`src/rtl/timing_nco_pkg.sv`:
```
// Shared definitions for the timing-recovery NCO and the interpolator.
// Float format: 1 sign, 8 exponent (bias 127), 10 mantissa, hidden one.
package timing_nco_pkg;

    localparam int FP_EXP_W = 8;
    localparam int FP_MAN_W = 10;
    localparam int FP_W     = 1 + FP_EXP_W + FP_MAN_W;
    localparam int FP_BIAS  = 127;

    // Fractional interval is carried as unsigned Q0.10 before conversion
    localparam int Q_W      = 10;
    localparam int LEAD_W   = $clog2(Q_W);

    typedef enum logic [1:0] {
        ST_IDLE = 2'd0,
        ST_DIV  = 2'd1,
        ST_CONV = 2'd2
    } nco_state_e;

endpackage

```
`src/rtl/timing_nco_fix2fp.sv`:
```
// Q0.10 unsigned fraction to float normaliser, truncating.
// Zero maps to the all-zero word; otherwise sign is always 0.
module fix2fp
    import timing_nco_pkg::*;
(
    input  logic [Q_W-1:0]  q_i,
    output logic [FP_W-1:0] fp_o
);

    logic [LEAD_W-1:0]   lead;
    logic [FP_MAN_W-1:0] man;
    logic [FP_EXP_W-1:0] expo;

    // Find the leading one, shift it out, left-align the remaining bits
    always_comb begin
        lead = '0;
        for (int i = 0; i < Q_W; i++) begin
            if (q_i[i]) lead = LEAD_W'(i);
        end
        man  = FP_MAN_W'(q_i << (LEAD_W'(Q_W) - lead));
        expo = FP_EXP_W'(FP_BIAS - Q_W) + FP_EXP_W'(lead);
        fp_o = (q_i == '0) ? '0 : {1'b0, expo, man};
    end

endmodule

```
`src/rtl/timing_nco.sv`:
```
// Timing-recovery NCO: down-counting phase accumulator whose borrow
// marks a new symbol; the fractional interval mu = eta/W is emitted as float.
module timing_nco
    import timing_nco_pkg::*;
#(
    parameter int DATA_WIDTH = 19,
    parameter int NCO_WIDTH  = 24
) (
    input  logic                  clk,
    input  logic                  rst_n,
    input  logic                  en,
    input  logic [NCO_WIDTH-1:0]  ctrl_word,
    input  logic                  ctrl_valid,
    output logic                  nco_uf,
    output logic [DATA_WIDTH-1:0] mu,
    output logic                  mu_valid,
    output logic                  overrun
);

    localparam logic [NCO_WIDTH-1:0] ETA_RST = {1'b1, {(NCO_WIDTH-1){1'b0}}};
    localparam logic [3:0]           DIV_LAST = 4'(Q_W - 1);

    logic [NCO_WIDTH-1:0]  eta_q, w_q;
    logic                  uf_q, ovr_q;
    logic                  uf;

    nco_state_e            state_q, state_d;
    logic [NCO_WIDTH-1:0]  rem_q, rem_d;
    logic [NCO_WIDTH-1:0]  dvs_q, dvs_d;
    logic [Q_W-1:0]        quo_q, quo_d;
    logic [3:0]            cnt_q, cnt_d;
    logic [FP_W-1:0]       fp_q, fp_d;
    logic [DATA_WIDTH-1:0] mu_q, mu_d;
    logic                  mv_q, mv_d;

    logic [FP_W-1:0]       fp_w;
    logic [NCO_WIDTH:0]    trial, diff;
    logic                  ge;

    // Borrow on this step; a zero step can never borrow
    assign uf = en && (w_q != '0) && (eta_q < w_q);

    // Phase accumulator, step register and event flags
    always_ff @(posedge clk or negedge rst_n) begin
        if (!rst_n) begin
            eta_q <= ETA_RST;
            w_q   <= '0;
            uf_q  <= 1'b0;
            ovr_q <= 1'b0;
        end else begin
            if (ctrl_valid) w_q <= ctrl_word;
            if (en) eta_q <= eta_q - w_q;
            uf_q <= uf;
            if (uf && state_q != ST_IDLE) ovr_q <= 1'b1;
        end
    end

    fix2fp u_fix2fp (
        .q_i  (quo_q),
        .fp_o (fp_w)
    );

    // Restoring-division trial subtract, one quotient bit per cycle
    always_comb begin
        trial = {rem_q, 1'b0};
        diff  = trial - {1'b0, dvs_q};
        ge    = (trial >= {1'b0, dvs_q});
    end

    // Divider / converter sequencing and datapath next state
    always_comb begin
        state_d = state_q;
        rem_d   = rem_q;
        dvs_d   = dvs_q;
        quo_d   = quo_q;
        cnt_d   = cnt_q;
        fp_d    = fp_q;
        mu_d    = mu_q;
        mv_d    = 1'b0;
        case (state_q)
            ST_IDLE: begin
                if (uf) begin
                    rem_d   = eta_q;
                    dvs_d   = w_q;
                    quo_d   = '0;
                    cnt_d   = '0;
                    state_d = ST_DIV;
                end
            end
            ST_DIV: begin
                rem_d = NCO_WIDTH'(ge ? diff : trial);
                quo_d = {quo_q[Q_W-2:0], ge};
                cnt_d = cnt_q + 4'd1;
                if (cnt_q == DIV_LAST) begin
                    cnt_d   = '0;
                    state_d = ST_CONV;
                end
            end
            ST_CONV: begin
                // First cycle captures the normaliser, second publishes it
                if (cnt_q == '0) begin
                    fp_d  = fp_w;
                    cnt_d = 4'd1;
                end else begin
                    mu_d    = DATA_WIDTH'(fp_q);
                    mv_d    = 1'b1;
                    cnt_d   = '0;
                    state_d = ST_IDLE;
                end
            end
            default: state_d = ST_IDLE;
        endcase
    end

    // Divider / converter state register
    always_ff @(posedge clk or negedge rst_n) begin
        if (!rst_n) begin
            state_q <= ST_IDLE;
            rem_q   <= '0;
            dvs_q   <= '0;
            quo_q   <= '0;
            cnt_q   <= '0;
            fp_q    <= '0;
            mu_q    <= '0;
            mv_q    <= 1'b0;
        end else begin
            state_q <= state_d;
            rem_q   <= rem_d;
            dvs_q   <= dvs_d;
            quo_q   <= quo_d;
            cnt_q   <= cnt_d;
            fp_q    <= fp_d;
            mu_q    <= mu_d;
            mv_q    <= mv_d;
        end
    end

    assign nco_uf   = uf_q;
    assign mu       = mu_q;
    assign mu_valid = mv_q;
    assign overrun  = ovr_q;

endmodule

```
`config.mk`:
```
export PLATFORM = sky130hd
export DESIGN_NAME = timing_nco
export DESIGN_NICKNAME = d
export VERILOG_FILES = /design/src/rtl/timing_nco_pkg.sv /design/src/rtl/timing_nco_fix2fp.sv /design/src/rtl/timing_nco.sv
export SDC_FILE = /design/constraint.sdc
export NUM_CORES = 1
export LEC_CHECK = 0
export CAP_MARGIN = 40
export CORE_MARGIN = 4
export CORE_UTILIZATION = 61
export CTS_CLUSTER_DIAMETER = 30
export DETAILED_ROUTE_END_ITERATION = 6
export GPL_TIMING_DRIVEN = 1
export PLACE_DENSITY = 0.81
export SLEW_MARGIN = 20
export SYNTH_ARGS = -nofsm -noshare
export SYNTH_HDL_FRONTEND = slang
export SYNTH_HIERARCHICAL = 1
export SYNTH_SLANG_ARGS = --single-unit
```
`constraint.sdc`:
```
create_clock -name clk -period 3.65 [get_ports clk]
set_input_delay 1.095 -clock clk [delete_from_list [all_inputs] [get_ports clk]]
set_output_delay 1.095 -clock clk [all_outputs]
set_load 0.01 [all_outputs]
```
==> results.py <==
metrics = {
    "final_layout": {
        "drive_above_1_share_pct": 10.7,
        "layout_commonest_cell": "nand2_1",
        "areaGrowthSynthToFinish_pct": 13.9,
        "final_cell_mix": "nand2_1 (160), dfrtp_1 (152), o21ai_0 (94), inv_1 (79), nor2_1 (63)",
        "design_area_um2": 11000,
        "nets": 1198,
        "diodes": 0,
        "n_fill_cell": 1159,
    },
    "yosys": {
        "synth-adder-area-share_pct": 7.28,
        "synthXorXnorAreaFrac_pct": 2.99,
        "synthMuxAreaShare_pct": 5.14,
        "yosysSeqAreaShare_pct": 39.6,
        "synth-compound-area-share_pct": 21.9,
        "postSynthAreaPerCell_um2": 8.94,
        "synth_area_um2": 9660,
        "syn_nets": 1164,
        "synth_top_family_by_area": "compound AO/OA/AOI/OAI gates",
        "synth-simple-area-share_pct": 17.5,
        "synth-seq-cells": 153,
        "synthCells": 1081,
        "synth-edff-count": 0,
        "synth_flop_cell": "dfrtp_1",
        "ys_types": 100,
        "async_flop_share_pct": 100,
        "yosysWarningCount": 6,
    },
    "grt": {
        "grt_pass1_vias": 7751,
        "grt_pass1_wl_um": 38800,
        "grt_usage_pct": 26.5,
        "antenna_found_initial": 0,
        "overflow": 0,
        "grt_max_degree": 59,
    },
    "job": {
        "drv_cap": 0,
    },
    "power_and_ir_drop": {
        "p_seq_share_pct": 24.1,
        "swShare_pct": 44.5,
        "power_switching_w": 0.00493,
        "cellLeakagePower_nw": 5.00,
        "internal_power_w": 0.00614,
        "irDropWorstVdd_uv": 498,
        "p_total_w": 0.0111,
        "combPwrFrac_pct": 57.9,
        "p_per_area_nw_per_um2": 1010,
        "p_clk_share_pct": 18.0,
    },
    "floorplan": {
        "die_y_um": 134,
        "die_x_um": 134,
        "start_util_pct": 62.8,
        "rows": 45,
        "core_area_um2": 15400,
        "die_area_um2": 17900,
        "ioPinCount": 50,
    },
    "worst_setup_path": {
        "worst_setup_path_end_kind": "flop",
        "critPathKind": "reg2reg",
        "crit_arrival_ns": 3.62,
        "cp_max_fo": 29,
        "startpoint_type": "flop",
        "cp.required_ns": 3.96,
    },
    "clock_tree": {
        "cts_sinks": 153,
        "clk_latency_ns": 0.43,
        "numCtsBuffers": 17,
        "root_buffer": "clkbuf_16",
        "clk_pin_slew_ns": 0.06,
        "cts_tree": "done",
        "htree_levels": 4,
        "hold_buffers": 0,
        "cts_resized": 0,
        "clockBufferDepth": 2,
        "postCtsSetupBuffers": 0,
    },
    "sta": {
        "fmax_ghz": 0.302,
        "grt_setup_unrepaired": "no",
        "fin_skew_ns": 0.0110,
        "tightest_slew_ns": 0.780,
        "finalMaxSlewViolations": 0,
        "min_period_over_period_pct": 90.8,
        "period_minus_slack_ns": 3.31,
        "setup_viol": 0,
        "fin_ws_ns": 0.337,
        "setup_tns_ns": 0,
        "slew_headroom_pct": 48.0,
        "hold_viol_final": 0,
    },
    "drt": {
        "totalWireLength_um": 22900,
        "route.antenna.remaining_nets": 0,
        "dr.pass1.iters": 5,
        "drc_errors": 0,
        "drt_iter0_markers": 714,
        "num_vias": 8181,
        "wire_per_inst_um": 17.1,
        "routed_via_density": 6.11,
    },
    "placed_design": {
        "place_area_um2": 10300,
        "post-place-ws_ns": 0.398,
        "io_buffers": 49,
        "place_hpwl_um": 16500,
        "routabilityCongestion": 0.948,
    },
    "min_path": {
        "min_path_type": "reg2reg",
    },
    "run_status": {
        "status": "completed",
    },
}
[critical path, stage by stage (launching register included)]
cell	delay (ns)
dfrtp_1	0.37
inv_1	0.06
ha_1	0.23
fa_1	0.43
nor2b_2	0.18
o2111ai_2	0.16
a2111oi_0	0.41
nand3b_2	0.27
a211oi_4	0.11
a21oi_4	0.37
buf_12	0.24
mux2_2	0.35
[flip-flops by register name, summed over array words and instances (netlist names)]
register  flops
mu_valid      1
nco_uf        1
w_q          24
cnt_q         4
state_q       2
quo_q        10
dvs_q        24
eta_q        24
fp_q         19
mu           19
rem_q        24
overrun       1
[kinds of logic (layout without fill, tap and decap cells)]
kind of cell,Yosys count,in the layout
other,1,1
adders and majority gates,55,55
DFF,153,153
AOI/OAI and AO/OA,312,312
buffers and inverters,129,176
muxes,45,45
and+or+nand+nor,353,353
xor gates and xnor gates,33,33
[area by class of cell]
class                      count  area [um^2]  area share (%)
multi-input combinational    799         5300            48.2
sequential                   153         3830            34.8
timing repair buffer          64          637            5.79
clock buffer                  19          453            4.12
inverter                      80          303            2.75
tap                          211          264            2.40
clock inverter                13          214            1.95
[path summary, 6_finish.rpt]
path	from	endpoint	slack (ns)	depth (start not counted)
max	eta_q[0]$_DFFE_PN0P_	rem_q[11]$_DFFE_PN0P_	0.34	11
min	fp_q[14]$_DFFE_PN0P_	mu[14]$_DFFE_PN0P_	0.46	2
max reg2reg	eta_q[0]$_DFFE_PN0P_	rem_q[11]$_DFFE_PN0P_	0.34	11
min reg2reg	fp_q[14]$_DFFE_PN0P_	mu[14]$_DFFE_PN0P_	0.46	2
max in group asynchronous	rst_n	eta_q[6]$_DFFE_PN0P_	2.26	2
min in group asynchronous	rst_n	rem_q[4]$_DFFE_PN0P_	0.65	1
[through the flow]
| step | cells | utilization (%) | hold WS (ns) |
|---|---|---|---|
| finish | 1339 | 71.6 | 0.458 |
| global route | 1339 | 71.6 | 0.490 |
| CTS | 1338 | 71.5 | 0.462 |
| detailed placement | 1306 | 67.1 | 0.447 |
| global placement | 1306 | 67.1 | 0.443 |
| floorplan | 1081 | - | 0.433 |
[power groups by stage]
stage | Combinational [W] | Clock, W | Sequential, W
after CTS | 0.00632 | 0.00201 | 0.00266
after detailed placement | 0.00622 | 0 | 0.00268
after global routing | 0.00708 | 0.00208 | 0.00273
after global placement | 0.00612 | 0 | 0.00265
after floorplan | 0.00494 | 0 | 0.00255
final | 0.00641 | 0.00199 | 0.00267
[per-layer routing]
| layer | part of all wire (%) | track usage [%] |
|---|---|---|
| met2 | 48 | 42.9 |
| met5 | 0 | 0 |
| met3 | 5.7 | 4.54 |
| met1 | 45 | 36.6 |
| met4 | 2.0 | 8.23 |
[cells in the mapped netlist, drive strengths merged, types with 14 or more instances]
library cell / instances / area share [%]
nor3: 20 / 1.1
o31ai: 18 / 1.5
o211ai: 17 / 1.4
dfrtp: 152 / 39
nand3: 17 / 0.88
clkbuf: 31 / 1.2
xnor2: 24 / 2.2
o21ai: 97 / 5.1
a21oi: 61 / 3.4
buf: 18 / 1.2
a211oi: 18 / 1.6
a22o: 19 / 1.7
inv: 80 / 3.1
nor2: 66 / 2.8
nor4: 14 / 0.97
nand2: 161 / 6.3
ha: 53 / 6.9
mux2: 37 / 4.3
(Power assumes the default switching activity.)
